===== src/rtl/dmem_arb_pkg.sv =====
// dmem_arb_pkg: shared types and constants for the data-memory arbiter.
//   state_e      - sequencer states (IDLE, XFER, DONE)
//   BEATS        - byte beats per 32-bit word access
//   REQ_CPU/DBG  - requester identifiers used for gnt_id
//   req_data_t   - latched per-access payload (direction + write word)
//   word_byte()  - extract big-endian byte lane b from a word
//   put_byte()   - replace big-endian byte lane b of a word
package dmem_arb_pkg;

  localparam int unsigned BEATS  = 4;
  localparam int unsigned BEAT_W = $clog2(BEATS);
  localparam int unsigned WORD_W = 32;
  localparam int unsigned BYTE_W = 8;

  localparam logic REQ_CPU = 1'b0;
  localparam logic REQ_DBG = 1'b1;

  typedef enum logic [1:0] {
    IDLE = 2'd0,
    XFER = 2'd1,
    DONE = 2'd2
  } state_e;

  typedef struct packed {
    logic              we;
    logic [WORD_W-1:0] wdata;
  } req_data_t;

  // Lane 0 is the most significant byte.
  function automatic logic [BYTE_W-1:0] word_byte(input logic [WORD_W-1:0] w,
                                                  input logic [BEAT_W-1:0] b);
    logic [BYTE_W-1:0] r;
    case (b)
      2'd0:    r = w[31:24];
      2'd1:    r = w[23:16];
      2'd2:    r = w[15:8];
      default: r = w[7:0];
    endcase
    return r;
  endfunction

  function automatic logic [WORD_W-1:0] put_byte(input logic [WORD_W-1:0] w,
                                                 input logic [BEAT_W-1:0] b,
                                                 input logic [BYTE_W-1:0] d);
    logic [WORD_W-1:0] r;
    r = w;
    case (b)
      2'd0:    r[31:24] = d;
      2'd1:    r[23:16] = d;
      2'd2:    r[15:8]  = d;
      default: r[7:0]   = d;
    endcase
    return r;
  endfunction

endpackage


===== src/rtl/dmem_arb_rr.sv =====
// dmem_arb_rr: two-way round-robin picker with a registered pointer.
//   clk, rst_n - clock, async active-low reset
//   req0, req1 - current requests
//   gnt_en     - a grant is taken this cycle; pointer moves to the loser
//   winner_c   - combinational pick (sole requester, else the pointer)
//   ptr        - registered round-robin pointer (resets to requester 0)
module dmem_arb_rr
  import dmem_arb_pkg::*;
(
  input  logic clk,
  input  logic rst_n,
  input  logic req0,
  input  logic req1,
  input  logic gnt_en,
  output logic winner_c,
  output logic ptr
);

  logic ptr_q, ptr_d;

  // Pick: a lone requester wins outright; a tie goes to the pointer.
  always_comb begin
    winner_c = ptr_q;
    if (req0 && !req1) begin
      winner_c = REQ_CPU;
    end else if (req1 && !req0) begin
      winner_c = REQ_DBG;
    end
    ptr_d = ptr_q;
    if (gnt_en) begin
      ptr_d = ~winner_c;
    end
  end

  // Pointer register.
  always_ff @(posedge clk or negedge rst_n) begin
    if (!rst_n) begin
      ptr_q <= REQ_CPU;
    end else begin
      ptr_q <= ptr_d;
    end
  end

  assign ptr = ptr_q;

endmodule


===== src/rtl/dmem_arbiter.sv =====
// dmem_arbiter: round-robin arbiter/sequencer sharing a byte-wide big-endian
// data memory between the CPU (requester 0) and debug/loader (requester 1).
// Each 32-bit access is issued as four byte beats at addr..addr+3 (mod 2^AW).
// Optional feature macro: DMEM_ARB_ALIGN_CHECK_EN (unaligned accesses are
// rejected with err instead of being executed).
//   clk, rst_n                 - clock, async active-low reset
//   reqN/weN/addrN/wdataN      - requester N handshake and access fields
//   ackN/rdataN/errN           - one-cycle completion, read word, error flag
//   busy                       - access in progress (XFER or DONE)
//   gnt_id                     - current/last memory owner
//   mem_addr/mem_we/mem_wdata  - byte port to the array (decoded from state)
//   mem_rdata                  - combinational read byte at mem_addr
module dmem_arbiter
  import dmem_arb_pkg::*;
#(
  parameter int unsigned AW = 6
) (
  input  logic              clk,
  input  logic              rst_n,
  input  logic              req0,
  input  logic              req1,
  input  logic              we0,
  input  logic              we1,
  input  logic [AW-1:0]     addr0,
  input  logic [AW-1:0]     addr1,
  input  logic [WORD_W-1:0] wdata0,
  input  logic [WORD_W-1:0] wdata1,
  output logic              ack0,
  output logic              ack1,
  output logic [WORD_W-1:0] rdata0,
  output logic [WORD_W-1:0] rdata1,
  output logic              err0,
  output logic              err1,
  output logic              busy,
  output logic              gnt_id,
  output logic [AW-1:0]     mem_addr,
  output logic              mem_we,
  output logic [BYTE_W-1:0] mem_wdata,
  input  logic [BYTE_W-1:0] mem_rdata
);

  state_e              state_q, state_d;
  logic [BEAT_W-1:0]   beat_q, beat_d;
  req_data_t           rq_q, rq_d;
  logic [AW-1:0]       addr_q, addr_d;
  logic                gnt_q, gnt_d;
  logic [WORD_W-1:0]   rbuf_q, rbuf_d;
  logic [WORD_W-1:0]   rdata0_q, rdata0_d;
  logic [WORD_W-1:0]   rdata1_q, rdata1_d;
  logic                ack0_q, ack0_d;
  logic                ack1_q, ack1_d;
  logic                err0_q, err0_d;
  logic                err1_q, err1_d;
  logic                busy_q, busy_d;

  logic                grant_c;
  logic                winner_c;
  logic                rr_ptr;
  req_data_t           win_rq_c;
  logic [AW-1:0]       win_addr_c;

  dmem_arb_rr u_rr (
    .clk      (clk),
    .rst_n    (rst_n),
    .req0     (req0),
    .req1     (req1),
    .gnt_en   (grant_c),
    .winner_c (winner_c),
    .ptr      (rr_ptr)
  );

  // Fields of the requester that would win this cycle.
  always_comb begin
    win_rq_c   = '{we: we0, wdata: wdata0};
    win_addr_c = addr0;
    if (winner_c == REQ_DBG) begin
      win_rq_c   = '{we: we1, wdata: wdata1};
      win_addr_c = addr1;
    end
  end

  // Next-state and registered-output decode.
  always_comb begin
    state_d  = state_q;
    beat_d   = beat_q;
    rq_d     = rq_q;
    addr_d   = addr_q;
    gnt_d    = gnt_q;
    rbuf_d   = rbuf_q;
    rdata0_d = rdata0_q;
    rdata1_d = rdata1_q;
    ack0_d   = 1'b0;
    ack1_d   = 1'b0;
    err0_d   = 1'b0;
    err1_d   = 1'b0;
    busy_d   = 1'b0;
    grant_c  = 1'b0;

    unique case (state_q)
      IDLE: begin
        if (req0 || req1) begin
          grant_c = 1'b1;
          gnt_d   = winner_c;
          rq_d    = win_rq_c;
          addr_d  = win_addr_c;
          beat_d  = '0;
          state_d = XFER;
          busy_d  = 1'b1;
`ifdef DMEM_ARB_ALIGN_CHECK_EN
          // Unaligned word: no beats, acknowledge with error next cycle.
          if (win_addr_c[1:0] != 2'b00) begin
            state_d = DONE;
            ack0_d  = (winner_c == REQ_CPU);
            ack1_d  = (winner_c == REQ_DBG);
            err0_d  = (winner_c == REQ_CPU);
            err1_d  = (winner_c == REQ_DBG);
          end
`endif
        end
      end

      XFER: begin
        busy_d = 1'b1;
        if (!rq_q.we) begin
          rbuf_d = put_byte(rbuf_q, beat_q, mem_rdata);
        end
        if (beat_q == BEAT_W'(BEATS - 1)) begin
          state_d = DONE;
          ack0_d  = (gnt_q == REQ_CPU);
          ack1_d  = (gnt_q == REQ_DBG);
          // Publish the assembled word only together with the ack.
          if (!rq_q.we) begin
            if (gnt_q == REQ_CPU) begin
              rdata0_d = rbuf_d;
            end else begin
              rdata1_d = rbuf_d;
            end
          end
        end else begin
          beat_d = beat_q + BEAT_W'(1);
        end
      end

      DONE: begin
        state_d = IDLE;
      end

      default: begin
        state_d = IDLE;
      end
    endcase
  end

  // State and output registers.
  always_ff @(posedge clk or negedge rst_n) begin
    if (!rst_n) begin
      state_q  <= IDLE;
      beat_q   <= '0;
      rq_q     <= '0;
      addr_q   <= '0;
      gnt_q    <= REQ_CPU;
      rbuf_q   <= '0;
      rdata0_q <= '0;
      rdata1_q <= '0;
      ack0_q   <= 1'b0;
      ack1_q   <= 1'b0;
      err0_q   <= 1'b0;
      err1_q   <= 1'b0;
      busy_q   <= 1'b0;
    end else begin
      state_q  <= state_d;
      beat_q   <= beat_d;
      rq_q     <= rq_d;
      addr_q   <= addr_d;
      gnt_q    <= gnt_d;
      rbuf_q   <= rbuf_d;
      rdata0_q <= rdata0_d;
      rdata1_q <= rdata1_d;
      ack0_q   <= ack0_d;
      ack1_q   <= ack1_d;
      err0_q   <= err0_d;
      err1_q   <= err1_d;
      busy_q   <= busy_d;
    end
  end

  // Memory port, decoded from registered state only.
  always_comb begin
    mem_addr  = '0;
    mem_wdata = '0;
    mem_we    = 1'b0;
    if (state_q == XFER) begin
      mem_addr  = addr_q + AW'(beat_q);
      mem_wdata = word_byte(rq_q.wdata, beat_q);
      mem_we    = rq_q.we;
    end
  end

  // While an access is in flight the pointer always names the other requester.
  a_ptr_tracks_gnt: assert property (@(posedge clk) disable iff (!rst_n)
    (state_q != IDLE) |-> (rr_ptr == ~gnt_q));

  assign ack0   = ack0_q;
  assign ack1   = ack1_q;
  assign err0   = err0_q;
  assign err1   = err1_q;
  assign rdata0 = rdata0_q;
  assign rdata1 = rdata1_q;
  assign busy   = busy_q;
  assign gnt_id = gnt_q;

endmodule


===== config.mk =====
export PLATFORM = sky130hd
export DESIGN_NAME = dmem_arbiter
export DESIGN_NICKNAME = d
export VERILOG_FILES = /design/src/rtl/dmem_arb_pkg.sv /design/src/rtl/dmem_arb_rr.sv /design/src/rtl/dmem_arbiter.sv
export SDC_FILE = /design/constraint.sdc
export NUM_CORES = 1
export LEC_CHECK = 0
export ABC_AREA = 1
export ABC_CLOCK_PERIOD_IN_PS = 2830
export CAP_MARGIN = 20
export CORE_MARGIN = 3
export CORE_UTILIZATION = 40
export CTS_CLUSTER_SIZE = 28
export DETAILED_ROUTE_END_ITERATION = 10
export HOLD_SLACK_MARGIN = 0.03
export PLACE_DENSITY_LB_ADDON = 0.12
export SYNTH_ARGS = -nofsm -noshare
export SYNTH_HDL_FRONTEND = slang
export SYNTH_SLANG_ARGS = --single-unit

===== constraint.sdc =====
create_clock -name clk -period 2.83 [get_ports clk]
set_input_delay 0.849 -clock clk [delete_from_list [all_inputs] [get_ports clk]]
set_output_delay 0.849 -clock clk [all_outputs]
set_load 0.05 [all_outputs]

* After elaboration in Yosys (flattened, before gate mapping)
Cells that the tools add are included.
** Storage, ports and cells
- Bits of input ports :: 90
- Word-level logic and storage cells :: 65
- Output and inout port bits :: 85
- Register bits :: 144
** Operators by class
- Bitwise operators :: 3
- Muxes and demuxes :: 26
- Reductions and logical operators :: 14
- Equality and inequality tests :: 7
- Add/sub/neg operators :: 2
** Operators by type and width (number)
- two-way mux 8 bit :: 5
- two-way mux 33 bit :: 1
- two-way mux 32 bit :: 1
- case mux 8 bit (3 select lines) :: 1
- two-way mux 6 bit :: 2
- two-way mux 1 bit :: 9
- two-way mux 2 bit :: 4
- case mux 2 bit (2 select lines) :: 2
- AND reduction 4 bit :: 2
- adder 6 x 2 -> 6 bit :: 1
- != test 2 bit, second input constant :: 3
- equality test 2 x 1 -> 1 bit, second input constant :: 2
- equality test 2 bit, second input constant :: 2
- zero test 2 bit :: 2
- AND reduction 2 bit :: 2
- inverter 1 bit :: 3
- AND reduction 3 bit :: 1
- OR reduction 3 bit :: 1
- adder 2 x 1 -> 2 bit, second input constant :: 1
- logical AND 1 bit :: 2
- zero test 1 bit :: 2
- case mux 1 bit (2 select lines) :: 1
- nonzero test 2 bit :: 1
- logical OR 1 bit :: 1

* Logic depth before layout (Yosys ltp)
Gate-level depths: netlist of the first run.
- Word-level depth :: 5
- Depth in mapped cells :: 9
- Depth with buffers taken out :: 7

* By module
A second synthesis of the first run with hierarchy kept.
** Unflattened totals
- Cell total of the unflattened synthesis :: 956
- Area, all modules :: 7079.3 um2
** By module, submodules not included
- dmem_arbiter :: area an instance 7014.2 um2, seq. area each 3578.4 um2, times used 1, cells an instance 945
- dmem_arb_rr :: area an instance 65.1 um2, seq. area each 25.0 um2, times used 1, cells an instance 11

* Least setup slack after synthesis of the first run
Ideal clock, no wire load.
- Path kind :: register to output
- From :: reg beat_q[0]
- To :: out mem_addr[4]
- Arrival time :: 1.926 ns
- Setup slack :: 0.055 ns
- Path buffers :: 0
- Data required time :: 1.981 ns
- Cell stages (with the launch flop) :: 6
- Path through :: dfrtp_1 > ha_1 > fa_1 > nand2_1 > o21ai_0 > a21oi_1
** On the way
- Word-level cells in the longest chain between the ends :: 2
** Ends and longest elaborated chain
- start: declaration :: RTL line dmem_arbiter.sv:43 : logic [BEAT_W-1:0] beat_q, beat_d;
- start signal: assignment :: RTL line dmem_arbiter.sv:172 : beat_q <= beat_d;
- adder 6 x 2 -> 6 bit :: RTL line dmem_arbiter.sv:193 : mem_addr = addr_q + AW'(beat_q);
- two-way mux 6 bit :: RTL line dmem_arbiter.sv:192 : if (state_q == XFER) begin
- end: declaration :: RTL line dmem_arbiter.sv:36 : output logic [AW-1:0] mem_addr,
Every way passes these cells.

* Final worst setup path of the first run
- From :: reg beat_q[0]
- To :: out mem_addr[1]
The elaborated chain is that of the path after synthesis.

==> results of run 1 <==
==> synthesized netlist by cell type <==
| master | number |
|---|---|
| buf_2 | 15 |
| buf_4 | 11 |
| o21ai_0 | 114 |
| nor2_1 | 12 |
| nand2_4 | 1 |
| nor2_4 | 2 |
| nand2_1 | 300 |
| nand4_1 | 78 |
| inv_1 | 53 |
| o21a_1 | 1 |
| a21oi_1 | 1 |
| o21ai_1 | 50 |
| o21ai_2 | 1 |
| conb_1 | 1 |
| o211ai_1 | 3 |
| ha_1 | 6 |
| clkinv_1 | 2 |
| inv_2 | 4 |
| buf_1 | 6 |
| nor2_8 | 1 |
| nand3_2 | 1 |
| nand3_1 | 50 |
| fa_1 | 1 |
| clkbuf_1 | 37 |
| dfrtp_1 | 144 |
==> kinds of logic after synthesis <==
kind of cell | share of synthesized area (%)
buf+inv | 7.634
fa+ha+maj | 1.343
simple gates | 27.87
compound gates | 12.21
other cells | 0.05296
flops | 50.89
==> power groups by stage <==
stage,registers (mW),clock network (mW),logic (mW)
6_report,3.82,2.20,7.47
5_1_grt,3.94,2.32,8.09
4_1_cts,3.80,2.24,7.49
3_5_place_dp,3.81,0,7.40
3_3_place_gp,3.81,0,7.32
2_1_floorplan,5.32,0,3.32
==> through the flow <==
stage	cell area, um^2	power, mW	utilization (%)	setup WS [ns]	cells
4_1_cts	9618	13.52	55.61	0.01224	1277
3_3_place_gp	9012	11.13	52.11	0.3619	1248
3_5_place_dp	9012	11.21	52.11	0.3397	1248
6_report	9662	13.49	55.86	0.07768	1277
2_1_floorplan	7084	8.648	-	0.05538	896
5_1_grt	9662	14.35	55.86	0.02543	1277
==> layer usage <==
layer  vias up  routed length (um)  global-route usage [%]
met3        22                1137                   4.241
met4         0                 377                   6.591
met1      3208                9960                   31.17
met5         -                   0                       0
li1       3271                   -                       -
met2       222                9858                   33.88
==> worst max-delay path: cells and delay by family, from the launching register on <==
family                   cells  cell delay (ns)
buffers and inverters        2             0.20
adder cells (fa/ha/maj)      2             0.68
AND/OR/NAND/NOR              1             0.17
flip-flops                   1             0.44
==> registers in the layout, summed over array words and instances (netlist names), 2 cells and up <==
name,cells
addr_q,6
beat_q,2
rbuf_q,32
rdata0,32
rdata1,32
rq_q,33
state_q,2
==> area by class of cell <==
class	count	share of cell area [%]
Multi-Input combinational cell	624	30.96
Sequential cell	144	37.32
Tap cell	225	2.914
Clock buffer	19	4.584
Inverter	59	2.383
Clock inverter	7	1.204
Timing Repair Buffer	199	20.63
==> repair_timing <==
item	4_1_cts	5_1_grt
resized for setup	6	13
pin swaps	1	0
setup buffers	3	0
endpoints found under the setup margin	11	9
==> worst paths after layout <==
path | endpoint | slack [ns] | cells after the start
min reg2reg | rdata0[30]$_DFFE_PN0P_ | 0.49 | 2
min in group clk | rdata0[30]$_DFFE_PN0P_ | 0.49 | 2
max reg2reg | rdata1[3]$_DFFE_PN0P_ | 0.83 | 7
max | mem_addr[1] | 0.08 | 5
min | addr_q[2]$_DFFE_PN0P_ | 0.31 | 1
max in group asynchronous | rq_q[6]$_DFFE_PN0P_ | 1.78 | 2
==> key figures, run 1 <==
Worst setup path
  – Worst r2r src: beat_q[0]$_DFFE_PN0P_
  – Crit path DAT: around 1.9 ns
  – Startpoint Class: flop
  – Worst Path Required: between 1.5 and 2 ns
  – Crit-path slowest cell: fa_2
  – Critical setup path kind: reg2out
  – Crit-path cells: ha_4, fa_2, inv_1, nor2_1, buf_12
  – Worst Setup SP: beat_q[0]$_DFFE_PN0P_
  – Worst Setup End Kind: output pin
  – Slowest stage delay, CP: about 0.51 ns
  – Crit-path max FO: 3

Floorplan
  – Horiz. Die Dim: 139.0 um
  – Core box area: about 17000 um^2
  – Die ar.: between 15000 and 20000 um^2
  – Starting Density: about two fifths
  – Top Ports: approximately 180
  – Die height: about 140 um
  – FP Rows: between 40 and 50

Pwr
  – Sw power: around 6.5 mW
  – Comb pwr share: 55.4%
  – Sequential power share: between 20% and 30%
  – PD cells: about 1400 nW/um^2
  – Internal Pwr Total: a little under 7 mW
  – Clock share of power: between 10% and 20%
  – Sw frac: roughly half
  – Leakage Power: between 4 and 5 nW
  – Peak VDD IR: between 1 and 1.5 mV

Synth
  – Syn. warnings: 0
  – Post-Syn Area per Cell: around 8 um^2
  – Area contributors post-synth: dfrtp_1, nand2_1, o21ai_0, nand4_1, nand3_1
  – Yosys top cell area share: approximately half
  – Register bit total from synthesis: between 100 and 150
  – Leading area contributor after synthesis: dfrtp_1
  – Cell Area, Synth: a little over 7000 um^2
  – Sequential area share after synthesis: roughly half
  – Distinct cells, synth: 25
  – Post-Syn Instances: 895

Detailed routing
  – Mean routed wirelength per cell: about 17 um
  – Via count: 6723
  – Vias per inst: approximately 5.3
  – DRC: 0
  – Antenna viol nets, final: 0
  – Pre-antenna DRT Iters: 4
  – DRT iter0 DRCs: just over 500
  – Drt total wl: about 21 mm

Clocking
  – CTS buffer count: 17
  – Sink Count: 144
  – H-tree Lvls: 4
  – Root buffer cell: clkbuf_16
  – Hold Buf Count CTS: 0
  – TritonCTS clock tree: yes
  – Reg clk slew, reported paths: roughly 0.060 ns
  – Clock tree buffer depth: 2
  – Worst-skew pair later-pin latency: roughly 0.42 ns

Run status
  – Outcome: finished, final reports clean

GRT
  – Pin count of the biggest net entering global routing: 66
  – Initial antenna violation count: 0
  – Total track usage: 21.82%
  – Via count of the first global-routing pass: 6234
  – Grt ovf: 0
  – First-pass GRT wire length: around 34 mm

Job
  – Max cap viols: 0

Final layout
  – Layout cells sized above 1: under 10%
  – Ant. Diodes: 0
  – Reg area: between 3000 and 4000 um^2
  – Final net count: between 1000 and 1500
  – Most common cell after layout, fill and taps aside: nand2_1
  – Fill cells: about 1600
  – Synthesis-to-layout area growth: 36.46%
  – Most frequent cells in the layout: nand2_1, clkdlybuf4s50_1, dfrtp_1
  – Area of the multi-input gates: 2992 um^2

STA
  – Fmax: between 0.3 and 0.4 GHz
  – Final worst clock skew: a little over 0.009 ns
  – Slew headroom: between 50% and 60%
  – Fin. Hold Viols: 0
  – Max Slew Vio Count: 0
  – Sum Neg Setup Slack: 0 ns
  – RSZ-0062 raised after global routing: false
  – Worst-margin pin slew: 0.7281 ns
  – Hold slack: 0.3107 ns
  – Final period util: a little over nine tenths
  – Final Critical Period: 2.752 ns
  – Final setup viols: 0

Placed design
  – IO Port Bufs: 172
  – Gpl congestion: 0.8558
  – DP HPWL: 14.94 mm

Worst hold path
  – Worst Hold Class: in2async
Note: power is estimated with default switching activity, not from simulation.
==> run 2: changes to the inputs <==
--- a/config.mk
+++ b/config.mk
@@ -14,6 +14,8 @@
 export DETAILED_ROUTE_END_ITERATION = 10
 export HOLD_SLACK_MARGIN = 0.03
 export PLACE_DENSITY_LB_ADDON = 0.12
+export REMOVE_ABC_BUFFERS = 1
 export SYNTH_ARGS = -nofsm -noshare
 export SYNTH_HDL_FRONTEND = slang
+export SYNTH_HIERARCHICAL = 1
 export SYNTH_SLANG_ARGS = --single-unit
==> key figures, run 2 <==
Run status
  – Outcome: finished, final reports clean

GRT
  – Grt ovf: 0
  – First-pass GRT wire length: between 30 and 40 mm
  – Pin count of the biggest net entering global routing: 66
  – Via count of the first global-routing pass: between 6000 and 7000
  – Total track usage: a little under 20%
  – Initial antenna violation count: 0

Worst setup path
  – Crit-path max FO: 4
  – Worst Setup End Kind: output pin
  – Worst reg2reg path depth: 6
  – Startpoint Class: flop
  – Worst Path Required: roughly 2 ns
  – Crit path DAT: approximately 1.9 ns
  – Critical setup path kind: reg2out

Synth
  – Largest family of logic cells by synthesized area: simple AND/OR/NAND/NOR gates
  – Distinct cells, synth: 24
  – Register bit total from synthesis: roughly 140
  – Mux share of post-synthesis cell area: 0%
  – Area contributors post-synth: dfrtp_1, nand2_1, o21ai_0, inv_1, o21ai_1
  – Sequential area share after synthesis: 50.90%
  – Simple-Gate Fraction of Synth Area: about 27%
  – Cell with the most instances after synthesis: nand2_1
  – Post-Syn Instances: 956
  – Leading area contributor after synthesis: dfrtp_1
  – Compound-gate portion of the synthesized area: 13.13%
  – Post-Syn Area per Cell: between 7 and 8 um^2
  – EDFF count, synth: 0
  – FFs w/ async S/R, synth: 100.0%
  – Yosys top cell area share: 50.90%
  – Synth Area in Adders: 1.343%
  – Cell Area, Synth: about 7100 um^2
  – Post-Synth XOR/XNOR Area: 0%
  – Syn. warnings: 6
  – Top post-synthesis cells by count: nand2_1, dfrtp_1, o21ai_0
  – Main synth FF type: dfrtp_1

Final layout
  – Ant. Diodes: 0
  – Most frequent cells in the layout: nand2_1, clkdlybuf4s50_1, dfrtp_1
  – Most common cell after layout, fill and taps aside: nand2_1
  – Max reg flops: 33
  – Layout cells sized above 1: 7.733%
  – Biggest register: rq_q
  – Final non-filler cell total: roughly 1400
  – Synthesis-to-layout area growth: 38.94%
  – Final net count: 1211

Pwr
  – Leakage Power: roughly 4.8 nW
  – Power, Total: about 14 mW
  – Peak VDD IR: a little under 0.7 mV
  – PD cells: ~1400 nW/um^2

Clocking
  – Reg clk slew, reported paths: ~0.060 ns
  – Sink Count: about 140
  – Hold Buf Count CTS: 0
  – TritonCTS clock tree: yes
  – Clock tree buffer depth: 2
  – Worst-skew pair later-pin latency: around 0.42 ns
  – Root buffer cell: clkbuf_16
  – H-tree Lvls: 4
  – CTS buffer count: 17

Detailed routing
  – Via count: 6341
  – Mean routed wirelength per cell: between 10 and 15 um
  – Drt total wl: 18.71 mm
  – Antenna viol nets, final: 0
  – DRC: 0
  – Vias per inst: ~4.7
  – Pre-antenna DRT Iters: 4
  – DRT iter0 DRCs: ~300

STA
  – Final Critical Period: 2.769 ns
  – Setup ws final: 0.06082 ns
  – Final period util: 97.85%
  – Fmax: 0.3611 GHz
  – Worst-margin pin slew: ~0.78 ns
  – Final setup viols: 0
  – Fin. Hold Viols: 0
  – Final worst clock skew: 0.006757 ns
  – RSZ-0062 raised after global routing: true
  – Hold slack: roughly 0.43 ns
  – Max Slew Vio Count: 0
  – Slew headroom: 48.12%

Worst hold path
  – Worst Hold Class: in2async

Floorplan
  – Top Ports: approximately 180
  – Die ar.: around 19000 um^2
  – Horiz. Die Dim: roughly 140 um
  – Core box area: 17300 um^2
  – Die height: 139.0 um
  – Starting Density: roughly two fifths
  – FP Rows: 48

Placed design
  – Setup slack after placement: ~0.26 ns
  – DP HPWL: 12.14 mm
  – Gpl congestion: about 0.77
  – IO Port Bufs: about 170
  – # placed instances: around 1300

Job
  – Max cap viols: 0
## run 2: changes by cell type in the layout (fill, tap and decap cells not counted), sizes merged, moves of 2 or more
cell      previous run  this run
clkbuf              20        25
o211ai               3         0
nand3               51        14
nand4               78         0
buf                 42        36
nor2                15        13
clkinvlp             3         1
inv                 56        70
nand2              301       465
o21ai              165       184
## run 2: worst max-delay path, cell delays in order (launching register included)
cell       delay (ns)
dfrtp_1          0.42
ha_2             0.21
fa_2             0.37
nand2_2          0.07
o21ai_1          0.07
a21oi_2          0.17
clkbuf_16        0.19
## run 2: metal layers
metal / vias up / track usage, % / wire length (um)
met4: 0 / 5.870 / 247
met5: - / 0 / 0
met1: 2863 / 26.37 / 8757
li1: 3292 / - / -
met2: 168 / 31.71 / 8541
met3: 18 / 5.207 / 1165
## run 2: worst paths after layout
check	from	endpoint	slack, ns
max in group asynchronous	rst_n	rdata1[18]$_DFFE_PN0P_	1.77
max	beat_q[0]$_DFFE_PN0P_	mem_addr[4]	0.06
min	rst_n	rdata0[5]$_DFFE_PN0P_	0.43
min reg2reg	rq_q[8]$_DFFE_PN0P_	rq_q[8]$_DFFE_PN0P_	0.48
min in group clk	rq_q[8]$_DFFE_PN0P_	rq_q[8]$_DFFE_PN0P_	0.48
max reg2reg	state_q[1]$_DFFE_PN0P_	rdata1[22]$_DFFE_PN0P_	0.64
## run 2: cells by family after synthesis
group	count (synthesis)
flops	144
other cells	1
fa+ha+maj	7
compound gates	185
simple gates	493
buf+inv	126
## run 2: power breakdown
group          switching, mW  internal [mW]  total, mW  leakage [nW]
Combinational           4.92           2.65       7.57          2.76
Clock                  0.828           1.47       2.29         0.296
Sequential             0.625           3.08       3.71          1.73
Total                   6.37           7.20       13.6          4.79
## run 2: final cells by class
type | instances | area [um^2]
repair buffers | 193 | 2086
flip-flops and latches | 144 | 3605
inverters | 70 | 265.3
clock buffers | 24 | 491.7
well taps | 225 | 281.5
repair inverters | 1 | 7.507
multi-input cells | 687 | 2994
fillers | 1665 | 7461
clock inverters | 6 | 105.1
## run 2: stage by stage
stage | area (um^2) | TNS (ns) | util, %
after floorplan | 6797 | -0.4959 | -
after global placement | 9121 | 0 | 52.73
after detailed placement | 9121 | 0 | 52.73
after CTS | 9776 | -0.001979 | 56.52
after global routing | 9836 | -0.04477 | 56.86
final | 9836 | 0 | 56.86
## run 2: timing repair
item	in CTS	in global routing
pin swaps	3	0
setup buffers	3	2
cloned	0	1
setup endpoints to repair	11	10
resized for setup	12	15
endpoints found under the hold margin	0	0
==> run 3: changes to the inputs <==
--- a/config.mk
+++ b/config.mk
@@ -13,6 +13,7 @@
 export CTS_CLUSTER_SIZE = 28
 export DETAILED_ROUTE_END_ITERATION = 10
 export HOLD_SLACK_MARGIN = 0.03
+export MAX_ROUTING_LAYER = met4
 export PLACE_DENSITY_LB_ADDON = 0.12
 export REMOVE_ABC_BUFFERS = 1
 export SYNTH_ARGS = -nofsm -noshare
==> key figures, run 3 (synthesized netlist as in run 2, its figures left out) <==
Floorplan
  – Starting Density: 40.93%
  – Horiz. Die Dim: between 100 and 150 um
  – Top Ports: between 150 and 200
  – Core box area: between 15000 and 20000 um^2
  – Die ar.: slightly below 20000 um^2
  – Die height: approximately 140 um
  – FP Rows: between 40 and 50

Pwr
  – Leakage Power: roughly 4.8 nW
  – Power, Total: 13.58 mW
  – PD cells: between 1000 and 1500 nW/um^2
  – Peak VDD IR: ~0.68 mV

Worst setup path
  – Worst Path Required: 1.98 ns
  – Worst Setup SP: beat_q[0]$_DFFE_PN0P_
  – Worst reg2reg path depth: 6
  – Worst Setup End Kind: output pin
  – Crit path DAT: about 1.9 ns
  – Critical setup path kind: reg2out
  – Worst r2r src: state_q[1]$_DFFE_PN0P_
  – Worst R2R End: rdata1[22]$_DFFE_PN0P_
  – FF-to-FF setup slack: 0.65 ns
  – Crit-path max FO: 4
  – Startpoint Class: flop

Detailed routing
  – Pre-antenna DRT Iters: 4
  – Antenna viol nets, final: 0
  – Vias per inst: about 4.7
  – DRC: 0
  – Mean routed wirelength per cell: approximately 14 um
  – Via count: 6377
  – DRT iter0 DRCs: approximately 350
  – Drt total wl: around 19 mm

STA
  – Slew headroom: about 48%
  – Setup ws final: between 0.06 and 0.07 ns
  – Final worst clock skew: 0.005706 ns
  – RSZ-0062 raised after global routing: true
  – Final setup viols: 0
  – Sum Neg Setup Slack: 0 ns
  – Worst-margin pin slew: about 0.78 ns
  – Fin. Hold Viols: 0
  – Final Critical Period: approximately 2.8 ns
  – Fmax: ~0.36 GHz
  – Final period util: 97.61%
  – Max Slew Vio Count: 0

Final layout
  – Ant. Diodes: 0
  – Most frequent cells in the layout: nand2_1, clkdlybuf4s50_1, dfrtp_1
  – Most common cell after layout, fill and taps aside: nand2_1
  – Fill cells: roughly 1700
  – Synthesis-to-layout area growth: 38.94%
  – Layout cells sized above 1: 7.733%
  – Final non-filler cell total: around 1400
  – Max reg flops: 33
  – Final net count: between 1000 and 1500
  – Biggest register: rq_q

Placed design
  – IO Port Bufs: ~170
  – Gpl congestion: roughly 0.8
  – DP HPWL: 12.14 mm
  – Setup slack after placement: about 0.26 ns
  – # placed instances: 1314

Clocking
  – Hold Buf Count CTS: 0
  – Worst-skew pair later-pin latency: 0.42 ns
  – Sink Count: ~140
  – CTS buffer count: 17
  – TritonCTS clock tree: yes
  – Clock tree buffer depth: 2
  – Root buffer cell: clkbuf_16
  – H-tree Lvls: 4
  – Reg clk slew, reported paths: approximately 0.060 ns

GRT
  – First-pass GRT wire length: between 30 and 40 mm
  – Via count of the first global-routing pass: 6193
  – Grt ovf: 0
  – Pin count of the biggest net entering global routing: 66
  – Initial antenna violation count: 0
  – Total track usage: between 20% and 30%

Job
  – Max cap viols: 0

Run status
  – Outcome: finished, final reports clean

Worst hold path
  – Worst Hold Class: in2async
run 3: cell counts in the layout (fill, tap and decap cells not counted):
Identical to the previous run, type by type.
run 3: through the flow:
step	hold WS [ns]	area, um^2	util (%)
after floorplan	0.4492	6797	-
after global placement	0.4643	9121	52.73
after detailed placement	0.4657	9121	52.73
after CTS	0.4350	9776	56.52
after global routing	0.4676	9836	56.86
final	0.4305	9836	56.86
run 3: worst max-delay path by stage:
| stage | to | cells past startpoint | slack (ns) |
|---|---|---|---|
| 6_report | mem_addr[4] | 6 | 0.07 |
| 5_1_grt | mem_wdata[2] | 7 | -0.02 |
| 4_1_cts | mem_addr[4] | 6 | -0.002 |
| 3_5_place_dp | mem_wdata[7] | 7 | 0.26 |
| 3_3_place_gp | mem_wdata[5] | 7 | 0.31 |
| 2_1_floorplan | mem_wdata[0] | 3 | -0.06 |
run 3: critical path, stage by stage (launching register included):
cell	delay, ns
dfrtp_1	0.42
ha_2	0.21
fa_2	0.37
nand2_2	0.07
o21ai_1	0.07
a21oi_2	0.17
clkbuf_16	0.19
run 3: repair_timing:
item | in CTS | in global routing
hold endpoints to repair | 0 | 0
gates cloned | 0 | 1
endpoints found under the setup margin | 11 | 10
setup buffers | 3 | 2
pin swaps | 3 | 0
resized for setup | 12 | 15
run 3: where the power goes:
part	switching [mW]	internal (mW)
logic	4.92	2.65
clock network	0.826	1.47
registers	0.627	3.08
total	6.38	7.20
run 3: area by class of cell:
type                            instances  area, um^2  share of cell area, %
Timing Repair Buffer                  193        2086                  21.21
Clock buffer                           24       491.7                  4.999
Clock inverter                          6       105.1                  1.069
Multi-Input combinational cell        687        2994                  30.44
Tap cell                              225       281.5                  2.862
Sequential cell                       144        3605                  36.65
Inverter                               70       265.3                  2.697
Timing Repair inverter                  1       7.507                0.07633
run 3: layer usage:
layer	wire, um	track usage, %
met1	8845	26.71
met2	8587	31.76
met3	1068	4.586
met4	250	5.870
met5	0	-
